$ cat src/rtl/ecall_unit.sv
// Environment-call service unit: print/sleep/exit services for the single-cycle core,
// a PC/regfile stall while a service is pending, and an 8-digit seven-segment scan.
module ecall_unit #(
  parameter int SCAN_DIV  = 1024,
  parameter int SVC_PRINT = 34,
  parameter int SVC_SLEEP = 32,
  parameter int SVC_EXIT  = 10
) (
  input  logic        clk,
  input  logic        rst,
  input  logic        ecall,
  input  logic [31:0] a0_val,
  input  logic [31:0] a7_val,
  output logic        stall,
  output logic        halt,
  output logic [31:0] disp_value,
  output logic [15:0] ecall_count,
  output logic [7:0]  seg_an,
  output logic [7:0]  seg_cat
);

  localparam logic [1:0] S_IDLE   = 2'd0;
  localparam logic [1:0] S_SLEEP  = 2'd1;
  localparam logic [1:0] S_DONE   = 2'd2;
  localparam logic [1:0] S_HALTED = 2'd3;

  localparam int          PW         = $clog2(SCAN_DIV);
  localparam logic [PW-1:0] PRESC_MAX = PW'(SCAN_DIV - 1);

  localparam logic [31:0] PRINT_CODE = 32'(SVC_PRINT);
  localparam logic [31:0] SLEEP_CODE = 32'(SVC_SLEEP);
  localparam logic [31:0] EXIT_CODE  = 32'(SVC_EXIT);

  logic [1:0]    state_q, state_d;
  logic [31:0]   cnt_q, cnt_d;
  logic [31:0]   disp_q, disp_d;
  logic [15:0]   count_q, count_d;
  logic [PW-1:0] presc_q, presc_d;
  logic [2:0]    idx_q, idx_d;

  logic accept;
  logic is_print, is_sleep, is_exit;
  logic [3:0] nibble;

  // Active-low gfedcba pattern for one hex digit.
  function automatic logic [6:0] hex_to_seg(input logic [3:0] h);
    case (h)
      4'h0: hex_to_seg = 7'h40;
      4'h1: hex_to_seg = 7'h79;
      4'h2: hex_to_seg = 7'h24;
      4'h3: hex_to_seg = 7'h30;
      4'h4: hex_to_seg = 7'h19;
      4'h5: hex_to_seg = 7'h12;
      4'h6: hex_to_seg = 7'h02;
      4'h7: hex_to_seg = 7'h78;
      4'h8: hex_to_seg = 7'h00;
      4'h9: hex_to_seg = 7'h10;
      4'hA: hex_to_seg = 7'h08;
      4'hB: hex_to_seg = 7'h03;
      4'hC: hex_to_seg = 7'h46;
      4'hD: hex_to_seg = 7'h21;
      4'hE: hex_to_seg = 7'h06;
      default: hex_to_seg = 7'h0E;
    endcase
  endfunction

  assign accept   = ecall && (state_q == S_IDLE);
  assign is_print = (a7_val == PRINT_CODE);
  assign is_sleep = (a7_val == SLEEP_CODE);
  assign is_exit  = (a7_val == EXIT_CODE);

  assign stall = (state_q == S_SLEEP) || (state_q == S_HALTED) ||
                 (accept && is_exit) ||
                 (accept && is_sleep && (a0_val != 32'd0));

  always_comb begin
    state_d = state_q;
    cnt_d   = cnt_q;
    disp_d  = disp_q;
    count_d = count_q;
    case (state_q)
      S_IDLE: begin
        if (accept) begin
          if (count_q != 16'hFFFF) count_d = count_q + 16'd1;
          if (is_print) begin
            disp_d = a0_val;
          end else if (is_sleep) begin
            if (a0_val == 32'd1) begin
              state_d = S_DONE;
            end else if (a0_val != 32'd0) begin
              // Accept cycle is the first stalled cycle, so SLEEP covers the remaining N-1.
              cnt_d   = a0_val - 32'd1;
              state_d = S_SLEEP;
            end
          end else if (is_exit) begin
            state_d = S_HALTED;
          end
        end
      end
      S_SLEEP: begin
        cnt_d = cnt_q - 32'd1;
        if (cnt_q == 32'd1) state_d = S_DONE;
      end
      S_DONE:  state_d = S_IDLE;
      default: state_d = S_HALTED;
    endcase
  end

  always_comb begin
    presc_d = presc_q + PW'(1);
    idx_d   = idx_q;
    if (presc_q == PRESC_MAX) begin
      presc_d = '0;
      idx_d   = idx_q + 3'd1;
    end
  end

  always_ff @(posedge clk) begin
    if (rst) begin
      state_q <= S_IDLE;
      cnt_q   <= 32'd0;
      disp_q  <= 32'd0;
      count_q <= 16'd0;
      presc_q <= '0;
      idx_q   <= 3'd0;
    end else begin
      state_q <= state_d;
      cnt_q   <= cnt_d;
      disp_q  <= disp_d;
      count_q <= count_d;
      presc_q <= presc_d;
      idx_q   <= idx_d;
    end
  end

  assign halt        = (state_q == S_HALTED);
  assign disp_value  = disp_q;
  assign ecall_count = count_q;
  assign nibble      = disp_q[{idx_q, 2'b00} +: 4];
  assign seg_an      = ~(8'b0000_0001 << idx_q);
  assign seg_cat     = {~((idx_q == 3'd0) && halt), hex_to_seg(nibble)};

endmodule

$ cat config.mk
export PLATFORM = sky130hd
export DESIGN_NAME = ecall_unit
export DESIGN_NICKNAME = d
export VERILOG_FILES = /design/src/rtl/ecall_unit.sv
export SDC_FILE = /design/constraint.sdc
export NUM_CORES = 1
export LEC_CHECK = 0
export ABC_AREA = 1
export CORE_AREA = 5 5 125 157
export CTS_CLUSTER_DIAMETER = 80
export DETAILED_ROUTE_END_ITERATION = 8
export DIE_AREA = 0 0 130 162
export HOLD_SLACK_MARGIN = 0.08
export SLEW_MARGIN = 5
export SYNTH_ARGS = -nofsm -noshare
export SYNTH_HDL_FRONTEND = slang
export SYNTH_SLANG_ARGS = --single-unit
$ cat constraint.sdc
create_clock -name clk -period 4.5 [get_ports clk]
set_clock_uncertainty 0.1 [all_clocks]
set_input_delay 0.675 -clock clk [delete_from_list [all_inputs] [get_ports clk]]
set_output_delay 0.675 -clock clk [all_outputs]
set_load 0.005 [all_outputs]
# == Word level (Yosys, flattened, before mapping) ==
# Memory sizes are Yosys's and may differ from the RTL's.
# Index checks and enable logic that the tools add are counted.
# op_classes
reduce_logical,17
n_mux,14
shifts,2
eq_ne,18
bitwise,2
add_sub_neg,5
# ops
cell,n
two-way mux 32 bit,5
== test 32 x 1 -> 1 bit (second input constant),2
== test 32 x 6 -> 1 bit (second input constant),2
one-hot mux 32 bit (2 select lines),1
subtractor 32 x 1 -> 32 bit (second input constant),2
== test 32 x 4 -> 1 bit (second input constant),1
nonzero test 32 bit,1
indexed part select 32 x 6 -> 4 bit,1
adder 16 x 1 -> 16 bit (second input constant),1
!= test 16 bit (second input constant),1
two-way mux 2 bit,7
adder 10 x 1 -> 10 bit (second input constant),1
== test 10 bit (second input constant),1
!= test 2 bit (second input constant),4
NOT 8 bit,1
left shift 1 x 3 -> 8 bit (first input constant),1
one-hot mux 2 bit (3 select lines),1
AND reduction 3 bit,2
AND reduction 6 bit,1
logical AND 1 bit,5
AND reduction 5 bit,1
== test 2 bit (second input constant),2
!= test 2 x 1 -> 1 bit (second input constant),2
!= test 4 x 2 -> 1 bit (second input constant),1
9 further kinds,11
# word_totals
input_bits,67
register_bits,95
n_memories,1
elab_cells,65
out_inout_bits,66
mem_bits_ro,112
# memory_table
memory,depth,word_bits,read_ports,rd_ports_with_merged_regs,wr,line,text
(name not given),16,7,1,0,0,47,case (h)

# == Depth between registers and ports, before layout ==
# logic_depth
ltp_word,7
mapped_depth,15

# == Worst setup path before layout ==
# No wires, ideal clock.
# synth_timing
path_type,reg-to-output
startpoint,register idx_q[0]
endpoint,output port seg_cat[1]
path_stages_with_launch,14
arrival_time_ps,2148
path_buffers,2
slack_ps,1577
path_cell_list,dfxtp_1 buf_4 inv_1 buf_2 o21ai_0 nand2_1 inv_1 o21ai_0 inv_1 ha_1 inv_1 nor2_1 inv_1 o21ai_0
# synth_between
elab_chain_cells,2
# synth_rtl
element,line,text
from (decl),39,"logic [2:0] idx_q, idx_d;"
from (signal assigned),132,idx_q <= idx_d;
indexed part select 32 x 6 -> 4 bit,139,"assign nibble = disp_q[{idx_q, 2'b00} +: 4];"
memory (16 x 7 bit),n/a,
to (decl),19,output logic [7:0] seg_cat
# Every way passes these cells.

# == Final worst setup path ==
# layout_timing
startpoint,register idx_q[1]
endpoint,output port seg_cat[1]
# Same word-level chain as after synthesis.

==> results.sh <==
export IMPL_status="completed"
export IMPL_tightestPinTransition_ns=1.022
export IMPL_arrival_worst_endpoint_ns=3.07
export IMPL_cp_common_cell="sky130_fd_sc_hd__inv_1"
export IMPL_max_freq_mhz=260.1
export IMPL_setup_repair_after_global_routing_missed_its_margin="no"
export IMPL_wl_per_cell_um=14.70
export IMPL_initial_core_util_pct=39.34
export IMPL_post_drt_via_cell_ratio=4.951
export IMPL_power_leakage_uw=0.004038
export IMPL_slowest_delay_ns=0.64
export IMPL_clock_tree_from_tritoncts="done"
export IMPL_setup_violations_final=0
export IMPL_num_vias=7625
export IMPL_diodes=0
export IMPL_dpl_cell_area_um2=8529
export IMPL_number_of_warnings_issued_by_yosys=0
export IMPL_place_detailed_hpwl_mm=17.89
export IMPL_fraction_of_power_consumed_by_the_clock_network_pct=43.4
export IMPL_synth_seq_area_share_pct=27.02
export IMPL_placed_cells=1524
export IMPL_grt_antenna_before_repair=0
export IMPL_floorplan_rows=55
export IMPL_hold_path_startpoint="presc_q[0]"
export IMPL_netSwitchingFraction_pct=27.80
export IMPL_worst_ep_required_time_ns=3.72
export IMPL_worst_setup_path_start_kind="register"
export IMPL_avgSynthCellArea_um2=5.909
export IMPL_grtUsageTotal_pct=21.08
export IMPL_hold_depth=1
export IMPL_hp_class="reg2reg"
export IMPL_holdBufCountCts=0
export IMPL_layout_worst_path_cycle_share_pct=85.44
export IMPL_gp_congestion=0.9161
export IMPL_timing_rr_end="disp_value[24]"
export IMPL_numClockSinks=95
export IMPL_critPathCaptureType="primary output"
export IMPL_h_tree_depth=3
export IMPL_nets=1392
export IMPL_netlist_area_um2=7038
export IMPL_power_frac_comb_pct=10.3
export IMPL_detail_route_antenna_nets=0
export IMPL_post_route_cells_drive_above_1_share_pct=6.326
export IMPL_slew_headroom_pct=31.81
export IMPL_clock_root_buffer="sky130_fd_sc_hd__clkbuf_16"
export IMPL_grt_ovfl_total=0
export IMPL_synth_edf_count=0
export IMPL_async_reset_ff_share_pct=0
export IMPL_area_overhead_vs_synth_pct=25.44
export IMPL_netSwitchingPower_uw=508.8
export IMPL_synthesis_instances=1191
export IMPL_r2r_start="state_q[1]"
export IMPL_fin_setup_tns_ns=0
export IMPL_clk_insertion_delay_late_ns=0.36
export IMPL_p_seq_share_pct=46.3
export IMPL_dieArea_um2=21060
export IMPL_floorplan_die_height_um=162
export IMPL_grt_pass1_vias=7054
export IMPL_slew_viol_final=0
export IMPL_timing_worst_setup_path_type="reg2out"
export IMPL_finalHoldViolCount=0
export IMPL_io_pins=133
export IMPL_worst_path_max_delay_cell="sky130_fd_sc_hd__dfxtp_1"
export IMPL_post_cts_repair_setup_buffers=0
export IMPL_worst_setup_hold_path_clk_slew_ns=0.08
export IMPL_mappedNetlistNets=1276
export IMPL_synth_ff_latch_count=95
export IMPL_totalWireLength_mm=22.63
export IMPL_mostFrequentLayoutCells="sky130_fd_sc_hd__nand2_1, sky130_fd_sc_hd__nor2_1, sky130_fd_sc_hd__inv_1"
export IMPL_io_buffers=132
export IMPL_grt_max_degree=60
export IMPL_first_iter_violations=522
export IMPL_power_density_nw_per_um2=207.3
export IMPL_resize_count_post_cts=0
export IMPL_fin_util_pct=49.34
export IMPL_core_area_um2=17890
export IMPL_most_common_library_cell_in_the_layout_ignoring_fill_and_taps="sky130_fd_sc_hd__nand2_1"
export IMPL_worstRegToRegCells=7
export IMPL_floorplan_die_width_um=130
export IMPL_crit_path_cell_trace="inv_1 -> nor2_1 -> o21ai_0 -> nand2_1 -> inv_1 -> o21ai_0 -> buf_4 -> inv_1 -> ha_1 -> inv_1 -> nor2_1 -> inv_1 -> o21ai_0 -> clkdlybuf4s50_1"
export IMPL_reg2reg_slack_ns=1.98
export IMPL_int_pwr_uw=1322
export IMPL_cts_root_to_sink_buffers=2
export IMPL_remaining_drc_errors=0
export IMPL_timing_critical_path_fanout_max=16
export IMPL_detail_route_first_pass_iterations=5
export IMPL_ys_dominant_reg_cell="sky130_fd_sc_hd__dfxtp_1"
export IMPL_synth_cell_types=36
export IMPL_fill_cells=1952
export IMPL_grt_pass1_wl_mm=35.33
export IMPL_peakVddDrop_mv=0.2222
export IMPL_cts_made_buffers=9
export IMPL_maxCapViolations=0
export IMPL_finish_cell_count_without_fillers=1540
export IMPL_worstHoldEndpoint="presc_q[0]"
export IMPL_final_min_clock_period_ns=3.845
export IMPL_design_area_um2=8828
per-stage QoR:
step	total power, uW	setup slack [ns]	hold WS (ns)
global placement	1055	1.021	0.3333
finish	1830	0.6551	0.3505
detailed placement	1055	0.9986	0.3376
CTS	1853	0.6314	0.3549
global route	1904	0.3465	0.3984
floorplan	949.0	1.577	0.3179
final cells by class:
cell class              count  area, um^2  area share, %
clock inverters             7       73.82         0.8362
flip-flops and latches     95        1902          21.54
clock buffers               9       225.2          2.551
inverters                 154       579.3          6.562
multi-input cells         908        4389          49.72
repair buffers            139        1374          15.56
well taps                 228       285.3          3.231
Yosys cell counts, types with 4 or more instances:
library cell,count,share of area (%)
sky130_fd_sc_hd__xor2_1,13,1.6
sky130_fd_sc_hd__nand2_4,12,1.9
sky130_fd_sc_hd__xnor2_1,4,0.50
sky130_fd_sc_hd__clkbuf_1,20,1.1
sky130_fd_sc_hd__a21oi_1,61,4.3
sky130_fd_sc_hd__nand2_1,265,14
sky130_fd_sc_hd__nand4_1,13,1.2
sky130_fd_sc_hd__inv_1,153,8.2
sky130_fd_sc_hd__nor3_1,23,1.6
sky130_fd_sc_hd__o211ai_1,4,0.43
sky130_fd_sc_hd__buf_2,10,0.71
sky130_fd_sc_hd__ha_1,18,3.2
sky130_fd_sc_hd__nand2_2,20,1.8
sky130_fd_sc_hd__nand3b_1,7,0.75
sky130_fd_sc_hd__nand3_1,104,7.4
sky130_fd_sc_hd__dfxtp_1,95,27
sky130_fd_sc_hd__nor2_2,16,1.4
sky130_fd_sc_hd__nor2_1,225,12
sky130_fd_sc_hd__o21ai_0,100,7.1
sky130_fd_sc_hd__nor2_4,6,0.96
sequential cells by signal, indices dropped and copies added, names as in the netlist:
name / flops
cnt_q: 32
presc_q: 10
disp_value: 32
ecall_count: 16
state_q: 2
idx_q: 3
worst max-delay path: cells and delay by family (launching register included):
family | cells | cell delay [ns]
AO/OA/AOI/OAI | 3 | 0.38
adder cells (fa/ha/maj) | 1 | 0.27
buffers and inverters | 7 | 1.12
flip-flops | 1 | 0.64
AND/OR/NAND/NOR | 3 | 0.29
power groups by stage:
stage	sequential [uW]	combinational (uW)	clock [uW]
4_1_cts	847	188	817
2_1_floorplan	867	82.5	0
5_1_grt	848	206	851
6_report	847	189	794
3_5_place_dp	867	188	0
3_3_place_gp	867	188	0
cell families after synthesis:
group,Yosys count,synth area share (%)
compound gates,175,12.87
fa+ha+maj,18,3.200
mux,1,0.1422
flops,95,27.02
simple gates,697,43.89
buf+inv,188,10.76
xor+xnor,17,2.116
metal layers:
metal  vias up  GRT usage, %  part of all wire [%]
li1       4024             -                     -
met1      3401         25.63                    43
met2       176         38.48                    51
met3        24         2.467                   4.5
met4         0         6.191                   1.8
met5         -             0                     0
worst max path at each step:
stage | start | slack (ns) | cells past startpoint | to
floorplan | idx_q[0] | 1.58 | 13 | seg_cat[1]
global placement | idx_q[1] | 1.02 | 14 | seg_cat[1]
detailed placement | a0_val[0] | 1.0 | 9 | stall
CTS | idx_q[1] | 0.63 | 14 | seg_cat[1]
global route | idx_q[1] | 0.35 | 14 | seg_cat[1]
finish | idx_q[1] | 0.66 | 14 | seg_cat[1]
(Power assumes the default switching activity.)
==> variant 1: new RTL, config.mk and constraints unchanged <==
Reset style: asynchronous (`rst`), changed in one clocked block.
--- a/src/rtl/ecall_unit.sv
+++ b/src/rtl/ecall_unit.sv
@@ -115,7 +115,7 @@
     end
   end
 
-  always_ff @(posedge clk) begin
+  always_ff @(posedge clk or posedge rst) begin
     if (rst) begin
       state_q <= S_IDLE;
       cnt_q   <= 32'd0;
Check against the original RTL: differs if rst is asserted again (counterexample within 4 cycles, from zero or initial values and one cycle with rst high); with rst held inactive, the same outputs for 4 cycles.
==> variant 1 against the original RTL <==
Sequential cell count unchanged; wire length is 0.78% higher; hold slack gained 0.020 ns; via count fell by 3.6%; synthesized area increased by 0.89%; clock power increased by 6.3%; sequential share of layout area increased by 5.1 points; cell area up 1.1%; non-clock buffer count did not move; total power is 0.70% higher; setup slack worse by 0.081 ns; die area did not move; critical endpoint is now seg_cat[0]; largest power group unchanged.
==> variant 1: results (changes against the original RTL) <==
* Placed insts at 1471 (was 1524)
* 1st-iter DRT viols at 347 (was 522)
* Crit Reg-Reg Endpoint: cnt_q[20] (was disp_value[24])
* Wire per inst at 15.3 µm (was 14.7 µm)
* Reg clk slew, reported paths at 0.07 ns
* Synth unique cells at 35 (was 36)
* Worst slew pin tran at 1.03 ns (was 1.02 ns)
* R2R Setup Slk at 2.08 ns (was 1.98 ns)
* Share of layout cells above drive strength 1 at 4.13% (was 6.33%)
* Worst r2r path cells at 8 (was 7)
* Worst-case hold slack at 0.370 ns (was 0.350 ns)
* Hold_sp: cnt_q[1] (was presc_q[0])
* Hold Crit Endpoint: cnt_q[1] (was presc_q[0])
* Net count after synthesis at 1217 (was 1276)
* Drt via density at 4.95 (about the same)
* Commonest cells in the netlist: nand2_1, nor2_1, inv_1 (unchanged)
* CP Data Arrival Time at 3.15 ns (was 3.07 ns)
* Crit path from: idx_q[0] (was idx_q[1])
* Final period util at 87.2% (was 85.4%)
* Placer Congestion at 0.957 (was 0.916)
* Max rail drop VDD at 144 µV (was 222 µV)
* Area after DPL at 8610 µm² (was 8530 µm²)
* Number of fill cells in the layout at 1881 (was 1952)
* First-pass GRT wire length at 36100 µm (was 35300 µm)
* Total global-route track usage at 21.7% (was 21.1%)
* Hold Crit Depth at 2 (was 1)
* Final #Nets at 1339 (was 1392)
* Synth top area cells: dfrtp_1, nand2_1, nor2_1, nand3_1, inv_1 (was dfxtp_1, nand2_1, nor2_1, inv_1, nand3_1)
* Via count at 7354 (was 7625)
* DRT Pass-1 Iters at 5 (unchanged)
* Sequential fraction of the synthesis area at 33.5% (was 27.0%)
* Setup_tns at 0 ns (unchanged)
* Largest net degree at the start of global routing at 73 (was 60)
* Pre-CTS WS at 0.952 ns (was 0.999 ns)
* Area occupied by registers at 2380 µm² (was 1900 µm²)
* Ys async rst share at 100% (was 0%)
* Status: finished clean (unchanged)
* Via count of the first global-routing pass at 7106 (was 7054)
* PortBufs at 132 (unchanged)
* R2R Path Start: state_q[0] (was state_q[1])
* Crit path max fanout at 20 (was 16)
* Pleak at 4.20 nW (was 4.04 nW)
* Post-DP HPWL at 18200 µm (was 17900 µm)
* Main synth FF type: dfrtp_1 (was dfxtp_1)
* Crit path capture: seg_cat[0] (was seg_cat[1])
-- variant 1: cell count changes after synthesis, moves of 7 or more --
| cell | delta |
|---|---|
| inv_1 | -22 |
| nand2_4 | -11 |
| nor3_1 | -14 |
| dfxtp_1 | -95 |
| o21ai_0 | -12 |
| nand3_1 | +8 |
| nand2_2 | -14 |
| nor2_2 | -9 |
| xor2_1 | +7 |
| nor2_1 | -43 |
| nand2_1 | +95 |
| a21oi_1 | -51 |
| dfrtp_1 | +95 |
-- variant 1: area by class of cell --
cell class | instances | share of cell area (%)
Timing Repair Buffer | 139 | 15.4
Sequential cell | 95 | 26.6
Inverter | 136 | 5.75
Clock buffer | 9 | 2.52
Tap cell | 228 | 3.20
Clock inverter | 6 | 1.04
Multi-Input combinational cell | 873 | 45.5
-- variant 1: critical path: stages, from the launching register on --
cell	delay, ns
dfrtp_1	0.72
inv_2	0.26
o21ai_1	0.18
o22ai_1	0.08
o21ai_1	0.37
ha_1	0.26
inv_1	0.07
a21oi_1	0.18
o21ai_0	0.11
nand2_1	0.07
clkdlybuf4s50_1	0.49
-- variant 1: logic make-up after synthesis --
kind of cell               synth area share (%)
AOI/OAI and AO/OA                          8.33
xor gates and xnor gates                   3.45
adders and majority gates                  3.17
buffers and inverters                      9.39
DFF                                        33.5
muxes                                     0.141
and+or+nand+nor                            42.0
-- variant 1: where the power goes --
part	switching (mW)	internal, mW	total, mW
Sequential	0	0.853	0.853
Clock	0.355	0.488	0.844
Combinational	0.0788	0.0674	0.146
-- variant 1: layer usage --
metal  global-route usage, %  routed length, µm
met1                    26.2               9420
met4                    9.31                849
met5                       0                  0
met2                    38.6              11500
met3                    2.27               1030
==> variant 2: new RTL, same flow settings <==
Made on the original files. Change the parameter `SVC_PRINT` from 34 to 32.
--- a/src/rtl/ecall_unit.sv
+++ b/src/rtl/ecall_unit.sv
@@ -2,7 +2,7 @@
 // a PC/regfile stall while a service is pending, and an 8-digit seven-segment scan.
 module ecall_unit #(
   parameter int SCAN_DIV  = 1024,
-  parameter int SVC_PRINT = 34,
+  parameter int SVC_PRINT = 32,
   parameter int SVC_SLEEP = 32,
   parameter int SVC_EXIT  = 10
 ) (
Behaviour: not the same (a bounded check fails within 4 cycles, from zero or initial values and one cycle with rst high).
==> variant 2 against the original RTL <==
Non-clock buffer count is 1 higher; wire length fell by 30%; sequential share of layout area up 4.7 points; synthesized area fell by 22%; sequential cell count unchanged; largest cell class unchanged; setup slack gained 0.099 ns; count of clock-buffer cells in the layout up 3; cell area shrank 18%.
Power is not compared: it rests on default switching activity, and its combinational part moved more than twofold at a synthesized area within 25%.
==> variant 2: results (changes against the original RTL) <==
* Status: finished clean (unchanged)
* GR met3 Demand/Resource at 2.83% (was 2.47%)
* Via count of the first global-routing pass at 5113 (was 7054)
* Synth unique cells at 32 (was 36)
* Share of layout cells above drive strength 1 at 3.67% (was 6.33%)
* Worst r2r path cells at 9 (was 7)
* Wire per inst at 13.2 µm (was 14.7 µm)
* 1st-iter DRT viols at 424 (was 522)
* Total global-route track usage at 15.0% (was 21.1%)
* Met2 Use GR at 26.5% (was 38.5%)
* Crit-path max cell delay at 0.52 ns (was 0.64 ns)
* Post-route insts no fill at 1210 (was 1540)
* Final #Nets at 1064 (was 1392)
* R2R Setup Slk at 2.25 ns (was 1.98 ns)
* Synth top area cells: dfxtp_1, nor2_1, nand2_1, inv_1, nand3_1 (was dfxtp_1, nand2_1, nor2_1, inv_1, nand3_1)
* Number of fill cells in the layout at 1945 (was 1952)
* CP top delay family: compound AO/OA/AOI/OAI gates (was buffers and inverters)
* Placer Congestion at 0.831 (was 0.916)
* Met1 Use GR at 18.8% (was 25.6%)
* Largest net degree at the start of global routing at 34 (was 60)
* Drt via density at 4.62 (was 4.95)
* Crit path max fanout at 20 (was 16)
* Sequential fraction of the synthesis area at 34.8% (was 27.0%)
* First-pass GRT wire length at 25400 µm (was 35300 µm)
* Cell count after synthesis at 853 (was 1191)
variant 2: kinds of logic after synthesis:
logic type      synth area share [%]
fa+ha+maj                       4.58
compound gates                  9.09
flops                           34.8
simple gates                    37.4
xor+xnor                        3.21
buf+inv                         10.9
variant 2: worst max path at each step:
stage | start | to | slack, ns | depth (start not counted)
after detailed placement | idx_q[0] | seg_cat[3] | 1.10 | 9
after global placement | a7_val[22] | stall | 1.17 | 10
after global routing | idx_q[0] | seg_cat[5] | 0.42 | 11
after floorplan | idx_q[0] | seg_cat[3] | 1.91 | 10
after CTS | idx_q[0] | seg_cat[3] | 0.72 | 9
final | idx_q[0] | seg_cat[3] | 0.75 | 9
variant 2: final cells by class:
type,instances,share of cell area [%]
clock buffer,12,3.40
clock inverter,4,0.621
inverter,114,5.90
multi-input combinational,617,40.9
sequential,95,26.2
tap,228,3.93
timing repair buffer,140,19.0
variant 2: routing by layer:
layer / vias to the layer above / wire [µm]
li1: 2950 / -
met1: 2501 / 6830
met2: 123 / 8100
met3: 17 / 793
met4: 0 / 192
met5: - / 0
variant 2: metrics by stage:
stage	instance area, µm²	setup WS (ns)	hold WS, ns	utilization (%)
after global routing	7260	0.421	0.381	40.6
after floorplan	5460	1.91	0.318	-
after global placement	6960	1.17	0.328	38.9
after CTS	7260	0.724	0.352	40.6
after detailed placement	6960	1.10	0.337	38.9
final	7260	0.755	0.350	40.6
variant 2: power groups by stage:
stage	Sequential, mW	Combinational (mW)	Clock [mW]
4_1_cts	0.908	0.448	0.784
6_report	0.908	0.444	0.762
5_1_grt	0.913	0.507	0.818
3_3_place_gp	0.926	0.442	0
2_1_floorplan	0.920	0.310	0
3_5_place_dp	0.927	0.445	0
